--- src/rtl/guess_pkg.sv ---
// Shared types for the guess-number sequencer: FSM states and digit button encoding.
package guess_pkg;

    localparam int DIGIT_W = 2;

    typedef logic [DIGIT_W-1:0] digit_code_t;

    localparam digit_code_t CODE_I1 = 2'd0;
    localparam digit_code_t CODE_I2 = 2'd1;
    localparam digit_code_t CODE_I3 = 2'd2;
    localparam digit_code_t CODE_I4 = 2'd3;

    typedef enum logic [2:0] {
        S_SECRET,
        S_GUESS,
        S_CHECK,
        S_WIN,
        S_LOSE
    } state_t;

    // Lowest-numbered button wins when several digit edges land in one cycle.
    function automatic digit_code_t prio_code(input logic [3:0] ev);
        if (ev[0])      return CODE_I1;
        else if (ev[1]) return CODE_I2;
        else if (ev[2]) return CODE_I3;
        else            return CODE_I4;
    endfunction

endpackage

--- src/rtl/btn_edge_sync.sv ---
// Button conditioner: SYNC_STAGES-flop synchroniser followed by a rising-edge detector.
// rise_o is a single-cycle pulse per press; a held button never re-fires.
module btn_edge_sync #(
    parameter int SYNC_STAGES = 2
) (
    input  logic clk,
    input  logic reset_n,
    input  logic btn_i,
    output logic rise_o
);

    logic [SYNC_STAGES-1:0] sync_q;
    logic                   prev_q;

    always_ff @(posedge clk or negedge reset_n) begin
        if (!reset_n) begin
            sync_q <= '0;
            prev_q <= 1'b0;
        end else begin
            sync_q <= {sync_q[SYNC_STAGES-2:0], btn_i};
            prev_q <= sync_q[SYNC_STAGES-1];
        end
    end

    assign rise_o = sync_q[SYNC_STAGES-1] & ~prev_q;

endmodule

--- src/rtl/guess_game_ctrl.sv ---
// Guess-number sequencer: conditions buttons, issues digit/load commands, scores compares.
// Optional guess timeout enabled by defining GUESS_TIMEOUT_EN.
module guess_game_ctrl
    import guess_pkg::*;
#(
    parameter int MAX_DIGITS  = 5,
    parameter int MAX_GUESSES = 3,
    parameter int SYNC_STAGES = 2,
    parameter int TIMEOUT_CYC = 1000,
    localparam int LEN_W      = $clog2(MAX_DIGITS + 1),
    localparam int ATT_W      = $clog2(MAX_GUESSES + 1)
) (
    input  logic              clk,
    input  logic              reset_n,
    input  logic              I1,
    input  logic              I2,
    input  logic              I3,
    input  logic              I4,
    input  logic              enter,
    input  logic              cmp_equal,
    input  logic              cmp_bigger,
    input  logic              cmp_smaller,
    output logic              digit_valid,
    output logic [DIGIT_W-1:0] digit_code,
    output logic [LEN_W-1:0]  entry_len,
    output logic              load_secret,
    output logic              load_guess,
    output logic              clear_entry,
    output logic              equal,
    output logic              bigger,
    output logic              smaller,
    output logic [ATT_W-1:0]  attempts_left,
    output logic              win,
    output logic              lose
);

    logic [4:0] btn_raw;
    logic [4:0] ev;

    assign btn_raw = {enter, I4, I3, I2, I1};

    for (genvar g = 0; g < 5; g++) begin : g_btn
        btn_edge_sync #(.SYNC_STAGES(SYNC_STAGES)) u_sync (
            .clk     (clk),
            .reset_n (reset_n),
            .btn_i   (btn_raw[g]),
            .rise_o  (ev[g])
        );
    end

    state_t            state_q, state_d;
    logic [LEN_W-1:0]  len_q, len_d;
    logic [ATT_W-1:0]  att_q, att_d;
    digit_code_t       code_q, code_d;
    logic              dv_q, dv_d;
    logic              ls_q, ls_d;
    logic              lg_q, lg_d;
    logic              ce_q, ce_d;
    logic [2:0]        res_q, res_d;   // {equal, bigger, smaller}
    logic              win_q, win_d;
    logic              lose_q, lose_d;
    logic              guess_wrong;
    logic              timeout;

`ifdef GUESS_TIMEOUT_EN
    localparam int IDLE_W = $clog2(TIMEOUT_CYC + 1);
    logic [IDLE_W-1:0] idle_q, idle_d;

    assign timeout = (state_q == S_GUESS) && !(|ev) &&
                     (idle_q == IDLE_W'(TIMEOUT_CYC - 1));

    always_comb begin
        idle_d = idle_q + 1'b1;
        if (state_q != S_GUESS || (|ev) || timeout)
            idle_d = '0;
    end

    always_ff @(posedge clk or negedge reset_n) begin
        if (!reset_n) idle_q <= '0;
        else          idle_q <= idle_d;
    end
`else
    assign timeout = 1'b0;
`endif

    always_comb begin
        state_d     = state_q;
        len_d       = len_q;
        att_d       = att_q;
        code_d      = code_q;
        res_d       = res_q;
        win_d       = win_q;
        lose_d      = lose_q;
        dv_d        = 1'b0;
        ls_d        = 1'b0;
        lg_d        = 1'b0;
        ce_d        = 1'b0;
        guess_wrong = 1'b0;

        case (state_q)
            S_SECRET, S_GUESS: begin
                // enter shadows any digit edge in the same cycle, even when it is ignored
                if (ev[4]) begin
                    if (len_q != '0) begin
                        ce_d  = 1'b1;
                        len_d = '0;
                        if (state_q == S_SECRET) begin
                            ls_d    = 1'b1;
                            state_d = S_GUESS;
                        end else begin
                            lg_d    = 1'b1;
                            state_d = S_CHECK;
                        end
                    end
                end else if (|ev[3:0]) begin
                    if (len_q < LEN_W'(MAX_DIGITS)) begin
                        dv_d   = 1'b1;
                        code_d = prio_code(ev[3:0]);
                        len_d  = len_q + 1'b1;
                    end
                end else if (timeout) begin
                    ce_d        = 1'b1;
                    len_d       = '0;
                    res_d       = '0;
                    guess_wrong = 1'b1;
                end
            end
            S_CHECK: begin
                res_d = {cmp_equal, cmp_bigger, cmp_smaller};
                if (cmp_equal) begin
                    win_d   = 1'b1;
                    state_d = S_WIN;
                end else begin
                    guess_wrong = 1'b1;
                end
            end
            default: ;
        endcase

        if (guess_wrong) begin
            att_d = att_q - 1'b1;
            if (att_q == ATT_W'(1)) begin
                lose_d  = 1'b1;
                state_d = S_LOSE;
            end else begin
                state_d = S_GUESS;
            end
        end
    end

    always_ff @(posedge clk or negedge reset_n) begin
        if (!reset_n) begin
            state_q <= S_SECRET;
            len_q   <= '0;
            att_q   <= ATT_W'(MAX_GUESSES);
            code_q  <= CODE_I1;
            dv_q    <= 1'b0;
            ls_q    <= 1'b0;
            lg_q    <= 1'b0;
            ce_q    <= 1'b0;
            res_q   <= '0;
            win_q   <= 1'b0;
            lose_q  <= 1'b0;
        end else begin
            state_q <= state_d;
            len_q   <= len_d;
            att_q   <= att_d;
            code_q  <= code_d;
            dv_q    <= dv_d;
            ls_q    <= ls_d;
            lg_q    <= lg_d;
            ce_q    <= ce_d;
            res_q   <= res_d;
            win_q   <= win_d;
            lose_q  <= lose_d;
        end
    end

    assign digit_valid   = dv_q;
    assign digit_code    = code_q;
    assign entry_len     = len_q;
    assign load_secret   = ls_q;
    assign load_guess    = lg_q;
    assign clear_entry   = ce_q;
    assign equal         = res_q[2];
    assign bigger        = res_q[1];
    assign smaller       = res_q[0];
    assign attempts_left = att_q;
    assign win           = win_q;
    assign lose          = lose_q;

endmodule

--- config.mk ---
export PLATFORM = sky130hd
export DESIGN_NAME = guess_game_ctrl
export DESIGN_NICKNAME = d
export VERILOG_FILES = /design/src/rtl/guess_pkg.sv /design/src/rtl/btn_edge_sync.sv /design/src/rtl/guess_game_ctrl.sv
export SDC_FILE = /design/constraint.sdc
export NUM_CORES = 1
export LEC_CHECK = 0
export BUFFER_PORTS_ARGS = -buffer_cell sky130_fd_sc_hd__buf_4
export CELL_PAD_IN_SITES_DETAIL_PLACEMENT = 1
export CELL_PAD_IN_SITES_GLOBAL_PLACEMENT = 1
export CORE_ASPECT_RATIO = 1.2
export CORE_UTILIZATION = 38
export CTS_CLUSTER_DIAMETER = 60
export DETAILED_ROUTE_END_ITERATION = 7
export GPL_ROUTABILITY_DRIVEN = 0
export PLACE_DENSITY = 0.74
export SYNTH_ARGS = -nofsm -noshare
export SYNTH_HDL_FRONTEND = slang
export SYNTH_SLANG_ARGS = --single-unit
--- constraint.sdc ---
create_clock -name clk -period 1.5 [get_ports clk]
set_input_delay 0.075 -clock clk [delete_from_list [all_inputs] [get_ports clk]]
set_output_delay 0.075 -clock clk [all_outputs]
set_load 0.01 [all_outputs]
# After elaboration in Yosys (flattened, before gate mapping)
# Index checks and enable logic that the tools add are counted.
[classes] n_eq_ne=7 n_addsub=2 order_cmp=1 n_bitwise=11 muxes=31 n_reduce_logical=12
[ops] operator="$mux 3" n=9
[ops] operator="$mux 1" n=18
[ops] operator="$reduce_and 4->1" n=3
[ops] operator="$mux 2" n=3
[ops] operator="$ne 3x3->1 const B" n=2
[ops] operator="$not 1->1" n=6
[ops] operator="$pmux 3 s2" n=1
[ops] operator="$reduce_bool 3->1" n=2
[ops] operator="$and 1x1->1" n=5
[ops] operator="$reduce_and 2->1" n=2
[ops] operator="$reduce_bool 2->1" n=2
[ops] operator="$reduce_or 4->1" n=1
[ops] operator="$add 3x1->3 const B" n=1
[ops] operator="$eq 3x1->1 const B" n=1
[ops] operator="$eq 3x2->1 const B" n=1
[ops] operator="$logic_not 3->1" n=1
[ops] operator="$lt 3x3->1 const B" n=1
[ops] operator="$ne 3x2->1 const B" n=1
[ops] operator="$eq 2x1->1 const B" n=1
[ops] operator="$ne 2x2->1 const B" n=1
[ops] operator="$reduce_or 2->1" n=1
[ops] operator="$sub 2x1->2 const B" n=1
[word_totals] input_bits=10 out_inout_bits=16 register_bits=34 wordCells=85

# Depth between registers and ports, before layout
[logic_depth] word_depth=6 mapped_depth=6 depth_no_buf=6

# Modules after synthesis
# A second synthesis with hierarchy kept.
[hier_totals] hier_cells=95 hier_area_um2=1363.8
[modules_own_cells] mod="guess_game_ctrl" seq_area_each_um2=478.0 n_inst=1 cells_each=75 area_each_um2=919.6
[modules_own_cells] mod="btn_edge_sync" seq_area_each_um2=75.1 n_inst=5 cells_each=4 area_each_um2=88.8

# Least setup slack after synthesis
# No wires, ideal clock.
[synth_path] path_kind="flip-flop to flip-flop" startpoint="register len_q[1], in the netlist entry_len[1]" endpoint="register code_q[0], in the netlist digit_code[0]" setup_ps=125 path_stages_with_launch=6 path_slack_ps=-11 path_buffers=0 period_less_slack_ps=1511 arrival_ps=1386 required_time_ps=1375 path_cell_list="dfrtp_1 o21ai_0 nand3_1 or2_4 inv_2 mux2_4"
[synth_between] elab_chain_len=2
[synth_rtl] element="from (decl)" line="guess_game_ctrl.sv:52" source="logic [LEN_W-1:0] len_q, len_d;"
[synth_rtl] element="from (signal assigned)" line="guess_game_ctrl.sv:166" source="len_q <= len_d;"
[synth_rtl] element="$lt 3x3->1" line="guess_game_ctrl.sv:116" source="if (len_q < LEN_W'(MAX_DIGITS)) begin"
[synth_rtl] element="$reduce_and 4->1 (no line)"
[synth_rtl] element="to (signal assigned)" line="guess_game_ctrl.sv:168" source="code_q <= code_d;"
[synth_rtl] element="to (decl)" line="guess_game_ctrl.sv:54" source="digit_code_t code_q, code_d;"
# Every way passes these cells.
# A chain may end at the register's enable or synchronous reset.

# Worst setup path in the final report
[layout_path] startpoint="register g_btn[2].u_sync.sync_q[1]" endpoint="register code_q[0], in the netlist digit_code[0]"
[layout_between] elab_chain_len=4 elab_cells_between_ends=6 classes_between="mux (3); bitwise (1); reduce/logical (2)"
[layout_rtl] element="from (decl)" line="btn_edge_sync.sv:12" source="logic [SYNC_STAGES-1:0] sync_q;"
[layout_rtl] element="from (signal assigned)" line="btn_edge_sync.sv:20" source="sync_q <= {sync_q[SYNC_STAGES-2:0], btn_i};"
[layout_rtl] element="$and 1x1->1 *" line="btn_edge_sync.sv:25" source="assign rise_o = sync_q[SYNC_STAGES-1] & ~prev_q;"
[layout_rtl] element="$mux 1" line="guess_pkg.sv:25" source="else if (ev[2]) return CODE_I3;"
[layout_rtl] element="$mux 2" line="guess_pkg.sv:24" source="else if (ev[1]) return CODE_I2;"
[layout_rtl] element="$mux 2" line="guess_pkg.sv:23" source="if (ev[0]) return CODE_I1;"
# Every way passes the cells marked *; elsewhere a longest branch is shown, timed or not.

==> results summary <==
The count of antenna diodes in the layout is 0. STA classifies the critical path startpoint as a flop. The flow ran to the end, and the final reports show no timing, DRC or antenna violations. In this run, synthesis inferred 0 flip-flops with an integrated enable. The clock root buffer master is clkbuf_4. The final-layout fill cell count came out at 340.

The DRC violation count after routing is 0. The post-synthesis instance area came out at around 1300 um2. The final-report max-slew violation count is 0.

Once placement finished, the instance area stood at approximately 1500 um2. The most used flip-flop cell after synthesis is dfrtp_1. The largest net degree at the start of global routing came out at 35. The top-level I/O count came out at 26. The maximum resistive drop on vdd came out at slightly above 0.001 V. The via total after detailed routing is between 800 and 900. STA classifies the critical path endpoint as a flop.

The max capacitance violation total is 0. After the first detailed-routing iteration, the DRC count stood at 21. The mean area per synthesized cell is ~14 um2.

The tightest min-delay check is of the in2async type. Across every metal layer, demand over resource in global routing totals 16.44%. The worst setup path is of the reg2reg kind. The worst path needs about 1500 ps of the cycle, external delays included. The post-synthesis to final-layout area growth is 38.02%. The netlist uses 29 different library cells. The number of nets with antenna violations after detailed routing came out at 0.

The aggregate global routing overflow is 0. The clock latency on the worst-skew pair is 320 ps. The worst-path maximum fanout came out at 3. TritonCTS built the clock tree.

By area the synthesized netlist is led by dfrtp_1 64%, dfstp_2 4.2%, ha_1 3.0%. The hold violation total from the final report is 0. The largest clock skew in the final design is around 11 ps. The die is roughly 54 um wide. The sequential area share after synthesis is between 60% and 70%. Summing internal, switching and leakage power gives ~0.0029 W.

The clock net in this run drives a total of 34 sinks. The synthesized design spends more area on one cell type than any other, namely dfrtp_1. In this run the number of H-tree levels came out at 2.

The net count after synthesis came out at 103. The via count of the first global-routing pass is 908. In the final layout, the share of cells above drive strength 1 is 42.55%. The number of antenna violations at the first check in global routing came to 0.

Dividing the final minimum period by the clock period gives 97.20%. The maximum clock frequency came out at roughly 690 MHz. Of all flip-flops after synthesis, the portion carrying an async set or reset was 100.0%. The total leakage power came out at approximately 0.83 nW. In the post-synthesis netlist, the cell with the most instances is dfrtp_1. During placement, the flow inserted port buffers numbering 25. The post-synthesis instance total came out at 90.

The die covers about 3500 um2. The slew of the pin with the lowest slew margin came out at between 400 and 500 ps. The initialized floorplan defines 22 standard-cell rows.

After synthesis, the most frequently instantiated cells are 32 x dfrtp_1, 7 x inv_1, 6 x nor2_1. The worst slew slack as a fraction of its limit is between 70 and 80%. The data arrival time of the critical path came out at roughly 1700 ps. The number of setup violations in the final report came out at 0. The final wirelength came out at around 2400 um. The data required time of the worst path came out at ~1700 ps. The vias per cell came out at just under 5. The count of yosys warnings during synthesis is 0. The floorplan step defined a core boundary enclosing around 3100 um2. The total half-perimeter wirelength after legalization and detailed placement came out at roughly 1600 um.

The area of all placed cells without fillers is between 1500 and 2000 um2. The first TritonRoute pass finished after 2 iterations. Clock-pin slew was measured on the worst setup and hold paths at 110 ps. The power density over the cells came out at about 1700 nW/um2. The final-stage net count came out at ~150. The flop and latch count out of synthesis came out at 34.

The maximum number of buffers from clock root to sink is 2. The die extent in y came out at 64.92 um. The routed length per instance came out at 13.54 um. The area share of the largest cell type after synthesis came out at 63.87%. Setup repair after global routing could not meet its margin everywhere. Counting the buffers created by CTS gives 5. The global-route wire length before repair came out at 4057 um. The total negative setup slack is 0 ps.

The initial core utilization came out at 40.31%.
worst paths after layout:
check	end	start	slack (ps)	cells after the start
hold reg to reg	g_btn[4].u_sync.sync_q[1]$_DFF_PN0_	g_btn[4].u_sync.sync_q[0]$_DFF_PN0_	360	0
setup / recovery	digit_code[0]$_DFFE_PN0P_	g_btn[2].u_sync.sync_q[1]$_DFF_PN0_	40	5
hold / removal	entry_len[1]$_DFFE_PN0P_	reset_n	220	2
min in group clk	g_btn[4].u_sync.sync_q[1]$_DFF_PN0_	g_btn[4].u_sync.sync_q[0]$_DFF_PN0_	360	0
max in group asynchronous	attempts_left[0]$_DFFE_PN1P_	reset_n	940	2
setup reg to reg	digit_code[0]$_DFFE_PN0P_	g_btn[2].u_sync.sync_q[1]$_DFF_PN0_	40	5
what timing repair did:
item / CTS / global route
endpoints found under the setup margin: 0 / 5
gates resized for setup: 0 / 10
hold buffers: 9 / 0
buffers inserted: 0 / 5
hold endpoints to repair: 42 / 0
power by group:
part | switching [W] | total [W] | internal (W)
clock | 0.000289 | 0.000516 | 0.000227
sequential | 0.000175 | 0.00135 | 0.00117
combinational | 0.000437 | 0.00101 | 0.000576
total | 0.000901 | 0.00287 | 0.00197
critical path, stage by stage (launching register included):
cell	delay [ps]
dfrtp_1	390
nor2b_4	140
a2111oi_4	330
or2_4	190
inv_2	40
mux2_4	280
through the flow:
| stage | hold slack, ps | util, % | setup slack (ps) | std cells |
|---|---|---|---|---|
| 6_report | 222.0 | 55.63 | 42.01 | 177 |
| 5_1_grt | 239.9 | 55.63 | -17.71 | 177 |
| 4_1_cts | 226.7 | 53.58 | 0.07183 | 172 |
| 3_5_place_dp | 43.67 | 48.75 | 2.762 | 155 |
| 3_3_place_gp | 38.34 | 48.75 | 49.78 | 155 |
| 2_1_floorplan | -220.6 | - | 21.44 | 90 |
state kept, by name (all words and copies together) (netlist names):
signal / count
g_btn.u_sync.sync_q: 10
g_btn.u_sync.prev_q: 5
entry_len: 3
res_q: 3
state_q: 3
attempts_left: 2
digit_code: 2
clear_entry: 1
digit_valid: 1
load_guess: 1
load_secret: 1
lose: 1
win: 1
placed cells by master, fill, tap and decap left out, types with 3 or more instances in the layout:
master / instances
nor2_1: 5
mux2_2: 3
dlygate4sd3_1: 9
nand2b_1: 5
inv_2: 3
o21ai_0: 3
buf_4: 34
dfrtp_1: 31
nand3b_1: 3
inv_1: 5
clkbuf_4: 5
metal layers:
| metal | GRT usage (%) | wire length (um) | vias up |
|---|---|---|---|
| li1 | - | - | 400 |
| met1 | 19.20 | 990 | 431 |
| met4 | 4.808 | 13 | 0 |
| met3 | 6.338 | 85 | 2 |
| met2 | 27.13 | 1306 | 18 |
| met5 | 0 | 0 | - |
final cells by class:
class | instances | area (um2) | share of cell area (%)
multi-input cells | 48 | 395.4 | 22.85
clock inverters | 1 | 5.005 | 0.2892
clock buffers | 7 | 55.05 | 3.181
flip-flops and latches | 34 | 854.6 | 49.39
inverters | 8 | 30.03 | 1.735
well taps | 36 | 45.04 | 2.603
repair buffers | 43 | 345.3 | 19.96
cell families after synthesis:
| logic type | Yosys count | synth area share, % |
|---|---|---|
| DFF | 34 | 68.06 |
| and+or+nand+nor | 24 | 11.68 |
| AOI/OAI and AO/OA | 15 | 9.581 |
| buffers and inverters | 8 | 2.395 |
| muxes | 4 | 3.892 |
| adders and majority gates | 3 | 2.994 |
| xor gates and xnor gates | 2 | 1.397 |
No activity file was read; power rests on OpenSTA's default activity.
